### src/rtl/sbox_pkg.sv
`default_nettype none
// +--------------------------------------------------------------------+
// | sbox_pkg: shared types and defaults for the masked S-box issue path |
// | Rev 1.0                                                             |
// +--------------------------------------------------------------------+
package sbox_pkg;

  localparam int SBOX_LAT = 4;

  // One in-flight slot: occupied flag plus which requester owns the result
  typedef struct packed {
    logic v;
    logic ks;
  } tag_t;

endpackage
`default_nettype wire

### src/rtl/sbox_tag_pipe.sv
`default_nettype none
// +--------------------------------------------------------------------+
// | sbox_tag_pipe: LAT-deep tag shift register tracking in-flight ops   |
// | Rev 1.0                                                             |
// +--------------------------------------------------------------------+
module sbox_tag_pipe
  import sbox_pkg::*;
#(
  parameter int LAT = SBOX_LAT
) (
  input  logic clk,
  input  logic rst,
  input  tag_t tag_in,
  output tag_t tag_out
);

  tag_t [LAT-1:0] stage_q;
  tag_t [LAT-1:0] stage_d;

  // The S-box pipeline never stalls, so every stage advances each cycle
  always_comb begin
    stage_d    = stage_q;
    stage_d[0] = tag_in;
    for (int i = 1; i < LAT; i++) begin
      stage_d[i] = stage_q[i-1];
    end
  end

  always_ff @(posedge clk or posedge rst) begin
    if (rst) begin
      stage_q <= '0;
    end else begin
      stage_q <= stage_d;
    end
  end

  assign tag_out = stage_q[LAT-1];

endmodule
`default_nettype wire

### src/rtl/sbox_issue_sched.sv
`default_nettype none
// +--------------------------------------------------------------------+
// | sbox_issue_sched: round-robin issue scheduler for the masked S-box  |
// | Rev 1.0                                                             |
// +--------------------------------------------------------------------+
module sbox_issue_sched
  import sbox_pkg::*;
#(
  parameter int LAT = SBOX_LAT,
  parameter int CW  = 4
) (
  input  logic          clk,
  input  logic          rst,
  input  logic          st_valid,
  output logic          st_ready,
  input  logic          ks_valid,
  output logic          ks_ready,
  input  logic          rnd_valid,
  output logic          rnd_ready,
  output logic          sb_issue,
  output logic          sb_sel_ks,
  output logic          st_res_valid,
  output logic          ks_res_valid,
  output logic [CW-1:0] inflight,
  output logic          idle
);

  if ((LAT < 1) || (LAT > 15) || ((1 << CW) <= LAT)) begin : g_param_check
    $error("sbox_issue_sched: LAT must be 1..15 and 2**CW must exceed LAT");
  end

  logic          issue;
  logic          grant_ks;
  logic          last_ks_q, last_ks_d;
  logic [CW-1:0] inflight_q, inflight_d;
  tag_t          tag_in;
  tag_t          tag_out;

  // Key wins a contested cycle unless it took the previous grant
  always_comb begin
    issue      = rnd_valid & (st_valid | ks_valid);
    grant_ks   = issue & ks_valid & (~st_valid | ~last_ks_q);
    last_ks_d  = issue ? grant_ks : last_ks_q;
    tag_in.v   = issue;
    tag_in.ks  = grant_ks;
    inflight_d = inflight_q + CW'(issue) - CW'(tag_out.v);
  end

  always_ff @(posedge clk or posedge rst) begin
    if (rst) begin
      last_ks_q  <= 1'b0;
      inflight_q <= '0;
    end else begin
      last_ks_q  <= last_ks_d;
      inflight_q <= inflight_d;
    end
  end

  sbox_tag_pipe #(
    .LAT (LAT)
  ) u_tag_pipe (
    .clk     (clk),
    .rst     (rst),
    .tag_in  (tag_in),
    .tag_out (tag_out)
  );

  assign sb_issue     = issue;
  assign sb_sel_ks    = grant_ks;
  assign rnd_ready    = issue;
  assign st_ready     = issue & ~grant_ks;
  assign ks_ready     = grant_ks;
  assign st_res_valid = tag_out.v & ~tag_out.ks;
  assign ks_res_valid = tag_out.v & tag_out.ks;
  assign inflight     = inflight_q;
  assign idle         = (inflight_q == '0) & ~issue;

endmodule
`default_nettype wire

### config.mk
export PLATFORM = sky130hd
export DESIGN_NAME = sbox_issue_sched
export DESIGN_NICKNAME = d
export VERILOG_FILES = /design/src/rtl/sbox_pkg.sv /design/src/rtl/sbox_tag_pipe.sv /design/src/rtl/sbox_issue_sched.sv
export SDC_FILE = /design/constraint.sdc
export NUM_CORES = 1
export LEC_CHECK = 0
export ABC_CLOCK_PERIOD_IN_PS = 4500
export BUFFER_PORTS_ARGS = -buffer_cell sky130_fd_sc_hd__buf_2
export CAP_MARGIN = 20
export CORE_AREA = 5 5 42 44
export DETAILED_ROUTE_END_ITERATION = 16
export DIE_AREA = 0 0 47 49
export GPL_TIMING_DRIVEN = 0
export PLACE_DENSITY_LB_ADDON = 0.1
export SLEW_MARGIN = 15
export SYNTH_ARGS = -nofsm -noshare
export SYNTH_HDL_FRONTEND = slang
export SYNTH_SLANG_ARGS = --single-unit
### constraint.sdc
create_clock -name clk -period 4.5 [get_ports clk]
set_input_delay 0.45 -clock clk [delete_from_list [all_inputs] [get_ports clk]]
set_output_delay 0.45 -clock clk [all_outputs]
set_load 0.05 [all_outputs]
Word-level counts from Yosys, hierarchy flattened. Cells that the tools add are included.

Add/subtract/negate cells: 2. Bitwise gates (word level): 14. Reduce and logical (&&, ||, !) cells: 1.

Operators by type and width (number): $and 1x1->1 (7); $not 1->1 (5); $add 4x1->4 (1); $logic_not 4->1 (1); $sub 4x1->4 (1); $or 1x1->1 (2).

Register bits: 13. Output and inout bits: 12. Word-level logic and storage cells: 27.

Longest topological paths before layout. Gate-level depths: netlist of the first run.

Depth in word-level cells: 6. Gate-level depth with buffers: 7. Depth with buffers taken out: 7.

Cells and area by module. A second synthesis of the first run with hierarchy kept.

Cells, all modules: 46. Area, all modules: 559.3 µm².

Modules (own cells, without submodules): sbox_issue_sched (times used 1, cells an instance 37, area each 355.3 µm², sequential area each 125.1 µm²); sbox_tag_pipe (times used 1, cells an instance 9, area each 203.9 µm², sequential area each 200.2 µm²).

Worst setup path after synthesis of the first run. OpenSTA, ideal clock, no wires.

Path type: input -> output. Start: in ks_valid. End: out idle. Data arrival time: 1.851 ns. Data required time: 4.050 ns. Path slack: 2.199 ns. Stages: 2. Buffers on the path: 0. Path through: o21a_1 > nor4b_2.

Longest elaborated chain between the ends: 4.

RTL lines: start: declaration (line sbox_issue_sched.sv:16) `input logic ks_valid,`; $or 1x1->1 (line sbox_issue_sched.sv:41) `issue = rnd_valid & (st_valid | ks_valid);`; $and 1x1->1 (line sbox_issue_sched.sv:41); $not 1->1 (line sbox_issue_sched.sv:76) `assign idle = (inflight_q == '0) & ~issue;`; $and 1x1->1 (line sbox_issue_sched.sv:76); end: declaration (line sbox_issue_sched.sv:25) `output logic idle`.

Every way passes these cells.

Worst setup path in the final report of the first run.
Start: reg inflight_q[2], in the netlist inflight[2]. End: out idle.

Longest elaborated chain between the ends: 2.

RTL lines: start: declaration (line sbox_issue_sched.sv:35) `logic [CW-1:0] inflight_q, inflight_d;`; start signal: assignment (line sbox_issue_sched.sv:55) `inflight_q <= inflight_d;`; $logic_not 4->1 (line sbox_issue_sched.sv:76); $and 1x1->1 (line sbox_issue_sched.sv:76).

Every way passes these cells.

==> qor.log, run 1 <==
[run_status] run status completed
[place] IO buf count 16
[drt] number of iterations in the first detailed-routing pass 3
[die] initial cell density of the core 39.6%
[clock_tree] H-tree levels 1
[clock_tree] TritonCTS clock tree built
[final_layout] synthesis-to-finish area growth 23.0%
[final_layout] most frequent cells in the layout buf_2, dfrtp_1, inv_1, ha_1
[sta] time the final worst path needs with I/O delays and setup 1.78 ns
[clock_tree] Max Buffers Root-to-Sink 2
[clock_tree] clk sink count 13
[final_layout] share of layout cells above drive strength 1 36.9%
[drt] detailed-route wire length per cell 8.96 um
[setup_path] startpoint type of the worst setup path register
[synthesis] instance count of the mapped netlist 45
[final_layout] count of nets after finishing 77
[setup_path] launch point of the worst reg-to-reg path inflight[0]$_DFF_PP0_
[setup_path] endpoint of the lowest-slack register-to-register path inflight[2]$_DFF_PP0_
[drt] detailed-routing wirelength on met1 339 um
[drt] via count normalized by instance count 4.40
[job] MaxCap Viol Count 0
[power] maximum vdd drop 0.271 mV
[synthesis] portion of the post-synthesis area used by sequential elements 58.6%
[die] die boundary height 49 um
[sta] maximum clock frequency 561 MHz
[sta] Worst slew margin 69.8%
[final_layout] fill count 142
[clock_tree] hold buffers post-CTS 0
[clock_tree] post-CTS setup buffer count 0
[final_layout] final antenna diode count 0
[die] I/O pins 17
[place] Placer Congestion 0.653
[drt] Via Count 356
[die] std cell rows 14
[sta] final hold slack 0.175 ns
[clock_tree] number of buffers added by the clock tree synthesis step 3
[synthesis] area of the mapped netlist 556 um^2
[setup_path] largest driver fanout on the critical path 2
[setup_path] R2R Setup Slk 2.90 ns
[final_layout] most common cell after layout, fill and taps aside buf_2
[grt] vias in the first global route 268
[clock_tree] worst-skew pair later-pin latency 0.26 ns
[sta] Max Transition Viols Final 0
[clock_tree] clock slew at the register clock pins of the worst setup and hold paths 0.08 ns
[place] DPL Wire Length 627 um
[drt] met2 wire length 300 um
[setup_path] path type of the worst setup path reg -> out
[power] pwr/cell area 675 mW/mm^2
[setup_path] data arrival at the endpoint of the critical path 1.33 ns
[drt] number of violations reported at the end of detailed-routing iteration 0 4
[sta] setup violation total in the final timing report 0
[grt] initial antenna violation count 0
[die] die area 0.00230 mm^2
[setup_path] Crit. End Element output port
[sta] Post-Route Skew 0.00405 ns
[synthesis] biggest area consumer among synthesized cells dfrtp_1
[clock_tree] clock root buffer clkbuf_4
[synthesis] synthesized net count 56
[die] Floorplan Core Area 0.00140 mm^2
[sta] fin crit share 39.6%
[min_path] Hold WC Path Type in -> async
[sta] Final TNS setup 0 ns
[power] P_leak 0.388 nW
[die] die width 47 um
[synthesis] top cell type's share of synthesized area 58.6%
[setup_path] cells on worst reg2reg path 7
[drt] routed length on met3 86 um
[drt] number of remaining DRC errors 0
[synthesis] post-synthesis cell type count 16
[synthesis] number of synthesis warnings 0
[sta] Hold Violations, Final 0
[grt] total congestion overflow 0
[drt] highest routed layer met3
[drt] overall routed net length 726 um
[clock_tree] number of resized instances in the post-cts repair step 0
[grt] maximum number of pins on one net before global-route repair 14
[synthesis] synthesized area per cell 12.3 um^2
[grt] total track usage 7.39%
[setup_path] required time of the worst setup path 4.05 ns
[synthesis] #FFs+latches synth 13
[grt] global-route wire length before repair 1160 um
[sta] RSZ-0062 raised after global routing no
[sta] transition time at the pin with the least slew margin 0.453 ns
[drt] remaining number of nets flagged by the antenna check after routing 0
[synthesis] cell types with the largest area share after synthesis dfrtp_1, ha_1, inv_1
[logic make-up after synthesis]
kind of cell	Yosys count	synth area share [%]
and+or+nand+nor	6	6.98
buffers and inverters	12	9.46
xor gates and xnor gates	2	3.15
adders and majority gates	6	14.9
DFF	13	58.6
AOI/OAI and AO/OA	6	6.98
[critical path: stages (launching register included)]
cell and delay [ns]:
dfrtp_1 0.38, inv_1 0.08, ha_1 0.15, nor4b_2 0.17
buf_2 0.29
[registers in the layout (all words and copies together), names as in the netlist]
| register | count |
|---|---|
| inflight | 4 |
| u_tag_pipe.stage_d | 6 |
| u_tag_pipe.tag_out | 2 |
| last_ks_q | 1 |
[synthesized netlist by cell type]
| library cell | number |
|---|---|
| buf_4 | 2 |
| nor4b_2 | 1 |
| nand2_1 | 3 |
| and2_1 | 1 |
| a21o_1 | 1 |
| dfrtp_1 | 13 |
| a21oi_1 | 2 |
| fa_1 | 1 |
| xnor2_1 | 1 |
| ha_1 | 5 |
| o21ai_0 | 1 |
| xor2_1 | 1 |
| inv_1 | 10 |
| a21oi_2 | 1 |
| o21a_1 | 1 |
| nor2b_1 | 1 |
[how the worst max path moves through the flow]
stage / from / end / depth (start not counted)
6_report: inflight[2]$_DFF_PP0_ / idle / 4
4_1_cts: inflight[2]$_DFF_PP0_ / idle / 4
2_1_floorplan: ks_valid / idle / 2
3_5_place_dp: ks_valid / idle / 4
3_3_place_gp: ks_valid / idle / 4
5_1_grt: inflight[2]$_DFF_PP0_ / idle / 4
[final cells by class]
| class | instances | area, um^2 | share of cell area (%) |
|---|---|---|---|
| buffer | 2 | 15.0 | 2.20 |
| clock buffer | 3 | 22.5 | 3.30 |
| clock inverter | 1 | 5.00 | 0.733 |
| inverter | 10 | 37.5 | 5.49 |
| multi-input combinational | 20 | 178 | 26.0 |
| sequential | 13 | 325 | 47.6 |
| tap | 16 | 20.0 | 2.93 |
| timing repair buffer | 16 | 80.1 | 11.7 |
[through the flow]
step / total power [mW] / util [%] / setup slack [ns] / instances / area [um^2]
6_report: 0.461 / 48.8 / 2.72 / 81 / 683
5_1_grt: 0.501 / 48.8 / 2.63 / 81 / 683
4_1_cts: 0.471 / 48.8 / 2.69 / 81 / 683
3_5_place_dp: 0.404 / 46.8 / 2.74 / 77 / 656
3_3_place_gp: 0.398 / 46.8 / 2.75 / 77 / 656
2_1_floorplan: 0.354 / - / 2.20 / 45 / 556
[per-layer routing]
metal / GRT usage, % / vias to the layer above
li1: - / 178
met1: 9.81 / 164
met2: 8.82 / 14
met3: 5.90 / 0
met4: 2.76 / 0
met5: 0 / -
[where the power goes]
group	internal (mW)	total, mW	switching [mW]
Combinational	0.0763	0.229	0.153
Sequential	0.145	0.165	0.0197
Clock	0.0328	0.0672	0.0344
(Power assumes the default switching activity.)
==> inputs of run 2 (changes only) <==
--- a/config.mk
+++ b/config.mk
@@ -5,7 +5,7 @@
 export SDC_FILE = /design/constraint.sdc
 export NUM_CORES = 1
 export LEC_CHECK = 0
-export ABC_CLOCK_PERIOD_IN_PS = 4500
+export ABC_CLOCK_PERIOD_IN_PS = 1700
 export BUFFER_PORTS_ARGS = -buffer_cell sky130_fd_sc_hd__buf_2
 export CAP_MARGIN = 20
 export CORE_AREA = 5 5 42 44
==> constraint.sdc (replaced) <==
create_clock -name clk -period 1.7 [get_ports clk]
set_input_delay 0.17 -clock clk [delete_from_list [all_inputs] [get_ports clk]]
set_output_delay 0.17 -clock clk [all_outputs]
set_load 0.05 [all_outputs]
==> run 2 against run 1 <==
  * Combinational power rose to 2.7 times the previous value
  * Critical path depth rose by 3
  * Flip-flop and latch count did not move
  * Register-to-register slack got worse by 2.8 ns
  * Design area rose by 2.0%
  * Die area did not move
  * Sequential power rose to 2.7 times the previous value
  * Setup slack got worse by 2.6 ns
  * Worst hold slack got worse by 0.062 ns
  * Clock power rose to 2.7 times the previous value
  * Final cell count rose by 1.2%
  * Clock skew fell by 0.0033 ns
  * Largest power group unchanged
  * Highest routed layer unchanged
==> qor.log, run 2 (synthesized netlist as in run 1, its figures left out) <==
[sta] Worst slew margin 68.7%
[die] std cell rows 14
[die] initial cell density of the core 39.6%
[setup_path] startpoint type of the worst setup path register
[drt] overall routed net length 832 um
[die] I/O pins 17
[sta] Post-Route Skew 0.000700 ns
[setup_path] largest driver fanout on the critical path 3
[die] die boundary height 49 um
[drt] number of remaining DRC errors 0
[sta] time the final worst path needs with I/O delays and setup 1.58 ns
[sta] setup ws final 0.116 ns
[place] DPL Wire Length 667 um
[min_path] Hold WC Path Type in -> reg
[die] Floorplan Core Area 0.00140 mm^2
[grt] global-route wire length before repair 1370 um
[setup_path] Slowest-stage cell, CP dfrtp_2
[grt] maximum number of pins on one net before global-route repair 14
[clock_tree] number of resized instances in the post-cts repair step 0
[clock_tree] clock slew at the register clock pins of the worst setup and hold paths 0.07 ns
[clock_tree] TritonCTS clock tree built
[sta] maximum clock frequency 631 MHz
[setup_path] number of buffers and inverters on the critical path 3
[job] MaxCap Viol Count 0
[sta] fin crit share 93.2%
[power] maximum vdd drop 0.923 mV
[place] pre-CTS setup slack 0.122 ns
[drt] Via Count 348
[sta] Final TNS setup 0 ns
[setup_path] required time of the worst setup path 1.85 ns
[clock_tree] clk sink count 13
[drt] remaining number of nets flagged by the antenna check after routing 0
[sta] setup violation total in the final timing report 0
[power] pwr/cell area 1780 mW/mm^2
[die] die width 47 um
[sta] RSZ-0062 raised after global routing no
[grt] total congestion overflow 0
[setup_path] cells along the critical path inv_2 > ha_1 > inv_1 > ha_1 > inv_1 > fa_1 > xnor2_1
[final_layout] most frequent cells in the layout buf_2, dfrtp_1, inv_1, ha_1
[setup_path] Crit. End Element register
[place] IO buf count 16
[drt] detailed-route wire length per cell 10.1 um
[place] Placer Congestion 0.655
[final_layout] synthesis-to-finish area growth 25.5%
[final_layout] flip-flop count of the largest register, all copies and words added 6
[sta] transition time at the pin with the least slew margin 0.468 ns
[clock_tree] H-tree levels 1
[final_layout] most common cell after layout, fill and taps aside buf_2
[sta] Hold Violations, Final 0
[die] die area 0.00230 mm^2
[power] P_leak 0.387 nW
[drt] number of iterations in the first detailed-routing pass 2
[run_status] run status completed
[setup_path] R2R Setup Slk 0.12 ns
[place] DP Cell Count 77
[grt] total track usage 8.61%
[final_layout] share of layout cells above drive strength 1 39.4%
[setup_path] biggest cell delay along the critical path 0.39 ns
[setup_path] path type of the worst setup path reg -> reg
[setup_path] data arrival at the endpoint of the critical path 1.74 ns
[drt] via count normalized by instance count 4.24
[final_layout] count of nets after finishing 78
[clock_tree] worst-skew pair later-pin latency 0.27 ns
[grt] initial antenna violation count 0
[setup_path] Crit path max-delay family adder cells
[clock_tree] number of buffers added by the clock tree synthesis step 3
[sta] Max Transition Viols Final 0
[final_layout] final antenna diode count 0
[final_layout] non-filler cells, final 82
[clock_tree] post-CTS setup buffer count 0
[clock_tree] Max Buffers Root-to-Sink 2
[clock_tree] clock root buffer clkbuf_4
[drt] number of violations reported at the end of detailed-routing iteration 0 1
[grt] vias in the first global route 348
[sta] final hold slack 0.113 ns
[run 2: through the flow]
step	cell area [um^2]	util (%)	total power, mW
finish	697	49.7	1.24
global route	697	49.7	1.34
CTS	697	49.7	1.27
detailed placement	661	47.1	1.08
global placement	661	47.1	1.06
floorplan	561	-	0.944
[run 2: cell type report]
class / count / area (um^2)
fill: 136 / 704
sequential: 13 / 327
multi-input combinational: 20 / 181
timing repair buffer: 17 / 90.1
inverter: 10 / 37.5
clock buffer: 4 / 26.3
tap: 16 / 20.0
buffer: 2 / 15.0
[run 2: path summary, 6_finish.rpt]
path | to | startpoint | cells after the start
setup / recovery | inflight[2]$_DFF_PP0_ | inflight[0]$_DFF_PP0_ | 7
hold / removal | u_tag_pipe.stage_d[2]$_DFF_PP0_ | st_valid | 2
setup reg to reg | inflight[2]$_DFF_PP0_ | inflight[0]$_DFF_PP0_ | 7
hold reg to reg | u_tag_pipe.stage_d[5]$_DFF_PP0_ | u_tag_pipe.stage_d[3]$_DFF_PP0_ | 0
max in group asynchronous | inflight[0]$_DFF_PP0_ | rst | 3
min in group asynchronous | u_tag_pipe.tag_out[0]$_DFF_PP0_ | rst | 3
[run 2: repair_timing]
action	4_1_cts	5_1_grt
hold endpoints to repair	13	0
setup endpoints to repair	0	0
hold buffers	1	0
[run 2: where the power goes]
| group | internal [mW] | total, mW | leakage, nW | switching (mW) |
|---|---|---|---|---|
| registers | 0.386 | 0.444 | 0.159 | 0.0575 |
| clock network | 0.0907 | 0.183 | 0.0150 | 0.0920 |
| logic | 0.204 | 0.615 | 0.213 | 0.411 |
| total | 0.681 | 1.24 | 0.387 | 0.561 |
[run 2: per-layer routing]
metal,share of wire (%),GRT usage (%)
met5,0,0
met4,0,6.91
met3,9.6,3.32
met2,42,11.3
met1,48,10.7
